<file path="config.mk">
export PLATFORM = sky130hd
export DESIGN_NAME = mux_nto1_rr
export DESIGN_NICKNAME = d
export VERILOG_FILES = /design/src/rtl/mux_nto1_rr.sv
export SDC_FILE = /design/constraint.sdc
export NUM_CORES = 1
export LEC_CHECK = 0
export ABC_CLOCK_PERIOD_IN_PS = 2900
export CAP_MARGIN = 20
export CORE_MARGIN = 1.5
export CORE_UTILIZATION = 53
export DETAILED_ROUTE_END_ITERATION = 10
export PLACE_DENSITY_LB_ADDON = 0.12
export SYNTH_ARGS = -nofsm -noshare
export SYNTH_HDL_FRONTEND = slang
export SYNTH_SLANG_ARGS = --single-unit
</file>
<file path="constraint.sdc">
create_clock -name clk -period 2.9 [get_ports clk]
set_input_delay 0.58 -clock clk [delete_from_list [all_inputs] [get_ports clk]]
set_output_delay 0.58 -clock clk [all_outputs]
set_load 0.05 [all_outputs]
</file>
<file path="src/rtl/mux_nto1_rr.sv">
// N-channel registered multiplexer with valid/ready handshakes, fixed-select or
// round-robin arbitration, and a source-channel tag on every output word.
module mux_nto1_rr #(
  parameter int unsigned WIDTH  = 4,
  parameter int unsigned N      = 4,
  parameter int unsigned SWIDTH = $clog2(N)
) (
  input  logic                 clk,
  input  logic                 rst_n,
  input  logic                 mode,
  input  logic [SWIDTH-1:0]    sel,
  input  logic [N*WIDTH-1:0]   in_data,
  input  logic [N-1:0]         in_valid,
  output logic [N-1:0]         in_ready,
  output logic [WIDTH-1:0]     out_data,
  output logic [SWIDTH-1:0]    out_ch,
  output logic                 out_valid,
  input  logic                 out_ready
);

  logic [WIDTH-1:0]  out_data_q, out_data_d;
  logic [SWIDTH-1:0] out_ch_q, out_ch_d;
  logic              out_valid_q, out_valid_d;
  logic [SWIDTH-1:0] last_q, last_d;

  logic              load_c;
  logic              found_c;
  logic              xfer_c;
  logic [N-1:0]      grant_c;
  logic [SWIDTH-1:0] gnt_idx_c;
  logic [WIDTH-1:0]  gnt_data_c;
  logic [SWIDTH-1:0] tgt_c;

  // Output register can take a word when empty or being drained this cycle.
  assign load_c = !out_valid_q | out_ready;

  // Grant: fixed select, or first valid channel after the last winner.
  always_comb begin
    grant_c    = '0;
    gnt_idx_c  = '0;
    gnt_data_c = '0;
    tgt_c      = '0;
    found_c    = 1'b0;
    if (!mode) begin
      // A select value at or above N matches no channel, so nothing is granted.
      for (int unsigned k = 0; k < N; k++) begin
        if (sel == SWIDTH'(k) && in_valid[k]) begin
          grant_c[k] = 1'b1;
          gnt_idx_c  = SWIDTH'(k);
          gnt_data_c = in_data[k*WIDTH +: WIDTH];
          found_c    = 1'b1;
        end
      end
    end else begin
      for (int unsigned i = 1; i <= N; i++) begin
        tgt_c = SWIDTH'((32'(last_q) + i) % N);
        for (int unsigned k = 0; k < N; k++) begin
          if (!found_c && in_valid[k] && tgt_c == SWIDTH'(k)) begin
            grant_c[k] = 1'b1;
            gnt_idx_c  = SWIDTH'(k);
            gnt_data_c = in_data[k*WIDTH +: WIDTH];
            found_c    = 1'b1;
          end
        end
      end
    end
  end

  assign in_ready = grant_c & {N{load_c}};
  assign xfer_c   = found_c & load_c;

  // Next state: reload on a transfer, otherwise empty the register once accepted.
  always_comb begin
    out_data_d  = out_data_q;
    out_ch_d    = out_ch_q;
    out_valid_d = out_valid_q;
    last_d      = last_q;
    if (xfer_c) begin
      out_data_d  = gnt_data_c;
      out_ch_d    = gnt_idx_c;
      out_valid_d = 1'b1;
      if (mode) begin
        last_d = gnt_idx_c;
      end
    end else if (out_ready) begin
      out_valid_d = 1'b0;
    end
  end

  // Pointer resets to N-1 so channel 0 wins first.
  always_ff @(posedge clk or negedge rst_n) begin
    if (!rst_n) begin
      out_data_q  <= '0;
      out_ch_q    <= '0;
      out_valid_q <= 1'b0;
      last_q      <= SWIDTH'(N - 1);
    end else begin
      out_data_q  <= out_data_d;
      out_ch_q    <= out_ch_d;
      out_valid_q <= out_valid_d;
      last_q      <= last_d;
    end
  end

  assign out_data  = out_data_q;
  assign out_ch    = out_ch_q;
  assign out_valid = out_valid_q;

endmodule

</file>
==> metrics.yaml, run 1 <==
die_y_um: 55.2
synth_xor_area_share_pct: 0
synth_top_family_by_area: "compound AO/OA/AOI/OAI gates"
fillers: 190
avgSynthCellArea_sq_um: 7.26
grt_pass1_vias: 1697
synth_largest_area_cell: "dfrtp_1"
synthTopCellsByCount: "a21oi_1, nor2_1, buf_2, nand2_1, nand3_1"
ys_seq_elements: 9
core-area_sq_um: 2520
dpl.hpwl_mm: 3.73
critPathArrivalTime_ns: 2.09
synthCells: 199
switchingPower_w: 0.000508
setup.worst_path.start_class: "input port"
synth_top_area_share_pct: 12.1
sw_frac_of_total_pct: 49.1
clock_latency_ns: 0.26
fin_crit_sh_pct: 92.2
hp-class: "reg2reg"
area_growth_syn_to_layout_pct: 37.3
clock.fmax_mhz: 374
register_area_sq_um: 228
dr.pass1.iters: 5
ff2ff_setup_slack_ns: 0.50
regToRegStartpoint: "last_q[0]$_DFFE_PN1P_"
yosys.area_share.simple_pct: 36.0
floorplan.rows: 18
cp.required_ns: 2.32
finalSetupTns_ns: 0
async_reset_ff_share_pct: 100
start_util_pct: 57.2
grt_max_degree: 22
worst_slew_pin_slew_ns: 0.521
ir_drop_mv: 0.759
p_seq_share_pct: 22.2
slew_viol_final: 0
leakage_nw: 0.779
p_clk_share_pct: 9.8
gp_congestion: 1.04
diodes: 0
min_period_ns: 2.67
layout.nets: 268
end_kind: "primary output"
finClkSkew_ns: 0.00247
clockRootBuffer: "clkbuf_4"
combPwrFrac_pct: 68.0
drive_gt1_share_pct: 15.8
cts_buffers: 3
io_pins: 37
cts.sinks: 9
avgRoutedWirePerCell_um: 18.4
path_clk_slew_ns: 0.06
whs_endpoint: "out_ch[0]$_DFFE_PN0P_"
rsz0062_at_grt: "false"
synth.area.mux_share_pct: 1.47
finalPower_w: 0.00104
drc: 0
grt.total_usage_pct: 35.3
grt_overflow_total: 0
path_class: "in2out"
die_area_sq_um: 3050
crit_fanout: 6
max-cap-violations: 0
grt_pass1_wl_mm: 7.84
maxSlewHeadroom_pct: 64.9
drt_iter0_drc: 118
yosys_most_used_dff: "dfrtp_1"
p_per_area_nw_per_um2: 522
ant_nets: 0
synth_cell_types: 57
vias: 1927
die_x_um: 55.2
synth_compound_area_share_pct: 39.4
reg2reg_depth: 6
portBuffers: 36
r2r_end: "out_data[3]$_DFFE_PN0P_"
vias_per_cell: 7.11
netlist_area_sq_um: 1440
ys_warn_count: 0
status: "finished, final reports clean"
internal-power_w: 0.000527
drt_wl_total_mm: 5.00
synth_fa_ha_area_share_pct: 0
setup_viol: 0
postCtsSetupRepairBufs: 0
h-tree-depth: 1
synth-edff-count: 0
synth_area_leaders: "dfrtp_1, a21oi_1, o211ai_1, nor2_1, buf_2"
hold_path_depth: 1
hold_violations: 0
min_from: "out_ch[0]$_DFFE_PN0P_"
multi_input_area_sq_um: 1110
ys_seq_area_share_pct: 15.8
antenna_found_initial: 0
cts_buffer_depth: 2
cts_tree: "done"
syn_nets: 225
==> area by class of cell <==
class                           count  area share, %
Tap cell                           30           1.89
Timing Repair Buffer               56           28.5
Clock buffer                        4           1.32
Multi-Input combinational cell    168           56.0
Sequential cell                     9           11.5
Inverter                            4          0.757
==> power groups by stage <==
stage / Sequential, W / Combinational (W) / Clock (W)
5_1_grt: 0.000234 / 0.000748 / 0.000110
6_report: 0.000230 / 0.000704 / 0.000101
3_3_place_gp: 0.000226 / 0.000675 / 0
2_1_floorplan: 0.000287 / 0.000391 / 0
3_5_place_dp: 0.000229 / 0.000689 / 0
4_1_cts: 0.000228 / 0.000692 / 0.000102
==> metal layers <==
layer	global-route usage (%)	wire length (um)	vias to the layer above	part of all wire [%]
li1	-	-	874	-
met1	44.5	2020	888	40
met2	58.5	2410	147	48
met3	10.5	491	18	9.8
met4	9.35	82	0	1.6
met5	0	0	-	0
==> registers in the layout, indices dropped and copies added (netlist names) <==
| signal | cells |
|---|---|
| out_ch | 2 |
| out_valid | 1 |
| last_q | 2 |
| out_data | 4 |
==> worst max path at each step <==
| stage | startpoint | to | slack [ns] | depth (start not counted) |
|---|---|---|---|---|
| floorplan | in_valid[2] | in_ready[1] | 0.19 | 7 |
| global placement | in_valid[2] | in_ready[1] | 0.16 | 7 |
| detailed placement | in_valid[2] | out_data[3]$_DFFE_PN0P_ | 0.07 | 7 |
| CTS | in_valid[2] | in_ready[1] | 0.09 | 7 |
| global route | in_valid[0] | in_ready[3] | 0.10 | 7 |
| finish | in_valid[3] | in_ready[1] | 0.23 | 7 |
==> cell usage in the layout, fill, tap and decap left out, types with 3 or more instances in the layout <==
master,instances
and3_1,3
a22oi_1,4
nor2b_1,9
nor2_1,17
nand4_1,5
and3b_1,3
inv_1,3
a211o_1,3
buf_4,19
o21ai_0,3
nand2_1,12
clkbuf_4,3
o221ai_1,3
a31oi_1,8
nand2b_1,6
o211ai_1,10
clkdlybuf4s50_1,31
buf_12,5
o2111ai_1,4
a21oi_1,17
nand3_1,11
nor3b_1,3
o21ai_1,4
o22ai_1,5
dfrtp_1,7
==> repair_timing <==
action | CTS | global route
gates resized for setup | 0 | 1
hold buffers | 0 | 0
setup endpoints to repair | 0 | 1
==> metrics by stage <==
step / worst slack (ns) / util [%] / std cells / hold slack [ns] / cell area [sq um]
after floorplan: 0.194 / - / 199 / 0.284 / 1440
after global placement: 0.162 / 77.5 / 267 / 0.495 / 1950
after detailed placement: 0.0682 / 77.5 / 267 / 0.510 / 1950
after CTS: 0.0916 / 78.5 / 271 / 0.527 / 1980
after global routing: 0.102 / 78.6 / 271 / 0.535 / 1980
final: 0.225 / 78.6 / 271 / 0.528 / 1980
==> logic make-up (layout without fill, tap and decap cells) <==
logic type / Yosys count / in the layout
mux: 2 / 2
simple gates: 86 / 86
buf+inv: 22 / 64
compound gates: 80 / 80
flops: 9 / 9
==> worst max-delay path, cell delays in order <==
cell and delay (ns):
clkdlybuf4s50_1 0.52, nor2_1 0.19, a21oi_1 0.06, o22ai_1 0.22, nand3_1 0.11, a21oi_1 0.24
buf_12 0.18
(Power assumes the default switching activity.)
==> run 2: changes to the inputs <==
Settings changed: CORE_UTILIZATION 53 to 45.
==> run 2 against run 1 <==
Against the previous run: critical path depth fell by 1; register-to-register slack better by 0.15 ns; total power shrank 2.3%; sequential share of layout area hardly changed; fmax decreased by 3.4%.
==> metrics.yaml, run 2 (same netlist as run 1, synthesis figures left out) <==
start_util_pct: 47.3  # was 57.2%
hp-class: "reg2reg"  # unchanged
worst-path-buf-inv: 2  # unchanged
h-tree-depth: 1  # unchanged
clock_latency_ns: 0.26  # about the same
cts_tree: "done"  # unchanged
clock.fmax_mhz: 361  # was 374 MHz
rsz0062_at_grt: "false"  # unchanged
slew_viol_final: 0  # unchanged
stdcell_area_sq_um: 1980  # about the same
cpPeakStageDelay_ns: 0.58  # was 0.52 ns
clockRootBuffer: "clkbuf_4"  # unchanged
status: "finished, final reports clean"  # unchanged
area_growth_syn_to_layout_pct: 37.2  # was 37.3%
min_from: "out_ch[0]$_DFFE_PN0P_"  # unchanged
drt_wl_total_mm: 5.00  # about the same
postCtsSetupRepairBufs: 0  # unchanged
whs_ns: 0.515  # was 0.528 ns
hold_path_depth: 1  # unchanged
regToRegStartpoint: "last_q[0]$_DFFE_PN1P_"  # unchanged
setup.worst_path.start_class: "input port"  # unchanged
register_area_sq_um: 228  # unchanged
p_per_area_nw_per_um2: 511  # was 522 nW/um^2
grt_overflow_total: 0  # unchanged
finalSetupTns_ns: 0  # unchanged
fillers: 292  # was 190
whs_endpoint: "out_ch[0]$_DFFE_PN0P_"  # unchanged
antenna_found_initial: 0  # unchanged
die_y_um: 59.6  # was 55.2 um
reg2reg_depth: 6  # unchanged
portBuffers: 36  # unchanged
cpLargestDelayFamily: "buffers and inverters"  # unchanged
crit_fanout: 10  # was 6
cts_buffers: 3  # unchanged
drt_iter0_drc: 133  # was 118
setup_viol: 0  # unchanged
core-area_sq_um: 3050  # was 2520 sq um
io_pins: 37  # unchanged
grt_max_degree: 26  # was 22
dpl.hpwl_mm: 3.70  # was 3.73 mm
dr.pass1.iters: 6  # was 5
grt_pass1_vias: 1717  # was 1697
drc: 0  # unchanged
vias_per_cell: 6.65  # was 7.11
min_period_ns: 2.77  # was 2.67 ns
dpl_cell_area_sq_um: 1950  # unchanged
end_kind: "primary output"  # unchanged
fin_crit_sh_pct: 95.5  # was 92.2%
leakage_nw: 0.754  # was 0.779 nW
crit_slowest_cell: "clkdlybuf4s50_1"  # unchanged
ir_drop_mv: 0.271  # was 0.759 mV
gp_congestion: 0.995  # was 1.04
maxSlewHeadroom_pct: 66.8  # was 64.9%
critPathArrivalTime_ns: 2.19  # was 2.09 ns
r2r_end: "out_data[3]$_DFFE_PN0P_"  # unchanged
path_clk_slew_ns: 0.06  # about the same
drive_gt1_share_pct: 14.3  # was 15.8%
cp.required_ns: 2.32  # about the same
finClkSkew_ns: 0.000516  # was 0.00247 ns
die_area_sq_um: 3560  # was 3050 sq um
grt_pass1_wl_mm: 8.16  # was 7.84 mm
layout_common_cells: "clkdlybuf4s50_1, nor2_1, a21oi_1, buf_4, nand2_1"  # was clkdlybuf4s50_1, buf_4, nor2_1, a21oi_1, nand2_1
cts_buffer_depth: 2  # unchanged
path_cells: "clkdlybuf4s50_1, nor2_1, nand4_1, nand3_1, o211a_1, buf_12"  # was clkdlybuf4s50_1, nor2_1, a21oi_1, o22ai_1, nand3_1, a21oi_1, buf_12
avgRoutedWirePerCell_um: 17.8  # was 18.4 um
diodes: 0  # unchanged
vias: 1869  # was 1927
die_x_um: 59.6  # was 55.2 um
cts_hold_buffers: 0  # unchanged
hold_violations: 0  # unchanged
largest_reg_flops: 4  # unchanged
cts_resized: 0  # unchanged
multi_input_area_sq_um: 1110  # unchanged
grt.total_usage_pct: 29.8  # was 35.3%
ant_nets: 0  # unchanged
ff2ff_setup_slack_ns: 0.65  # was 0.50 ns
worst_slew_pin_slew_ns: 0.496  # was 0.521 ns
path_class: "in2out"  # unchanged
max-cap-violations: 0  # unchanged
final_common_cell: "clkdlybuf4s50_1"  # unchanged
cts.sinks: 9  # unchanged
layout.nets: 264  # was 268
floorplan.rows: 20  # was 18
[run 2: cell types whose count changed in the layout (fill, tap and decap cells not counted)]
cell | previous run | this run
dlymetal6s2s_1 | 1 | 0
buf_4 | 19 | 14
clkdlybuf4s50_1 | 31 | 32
buf_12 | 5 | 6
[run 2: worst register-to-register path: stages (launching register included)]
cell and delay [ns]:
dfstp_2 0.72, nor3b_4 0.46, o21ai_0 0.25, nor3b_1 0.20, a211o_1 0.31, o211ai_1 0.10
a31oi_1 0.10
[run 2: how the worst max path moves through the flow]
stage | startpoint | to | slack, ns | depth (start not counted)
2_1_floorplan | in_valid[2] | in_ready[1] | 0.19 | 7
3_3_place_gp | in_valid[0] | in_ready[2] | 0.18 | 7
3_5_place_dp | in_valid[0] | in_ready[2] | 0.19 | 7
4_1_cts | in_valid[3] | in_ready[1] | 0.19 | 7
5_1_grt | in_valid[3] | in_ready[1] | 0.04 | 7
6_report | in_valid[3] | in_ready[2] | 0.13 | 6
[run 2: metrics by stage]
stage | util, % | instances | power [W] | setup WS, ns
floorplan | - | 199 | 0.000678 | 0.194
finish | 64.9 | 281 | 0.00101 | 0.132
global route | 64.9 | 281 | 0.00108 | 0.0359
CTS | 64.9 | 281 | 0.00101 | 0.187
detailed placement | 64.0 | 277 | 0.000905 | 0.187
global placement | 64.0 | 277 | 0.000898 | 0.180
[run 2: cell type report]
type / count / share of cell area, %
Multi-Input combinational cell: 168 / 56.1
Timing Repair Buffer: 52 / 27.5
Sequential cell: 9 / 11.5
Tap cell: 44 / 2.78
Clock buffer: 4 / 1.33
Inverter: 4 / 0.758
[run 2: layer usage]
metal / share of wire, % / wire, um / vias to the layer above / track usage (%)
met1: 41 / 2070 / 868 / 40.0
met4: 1.8 / 89 / 0 / 6.03
li1: - / - / 861 / -
met5: 0 / 0 / - / 0
met3: 9.0 / 448 / 16 / 6.55
met2: 48 / 2390 / 124 / 48.8
[run 2: power by group]
| part | switching, W | internal, W |
|---|---|---|
| registers | 0.0000747 | 0.000169 |
| logic | 0.000375 | 0.000297 |
| clock network | 0.0000436 | 0.0000530 |
==> run 3: changes to the inputs <==
Settings changed: HOLD_SLACK_MARGIN set to 0.06.
==> results of run 3 <==
Same layout as run 2: the final DEF is identical, and so are final timing and power.
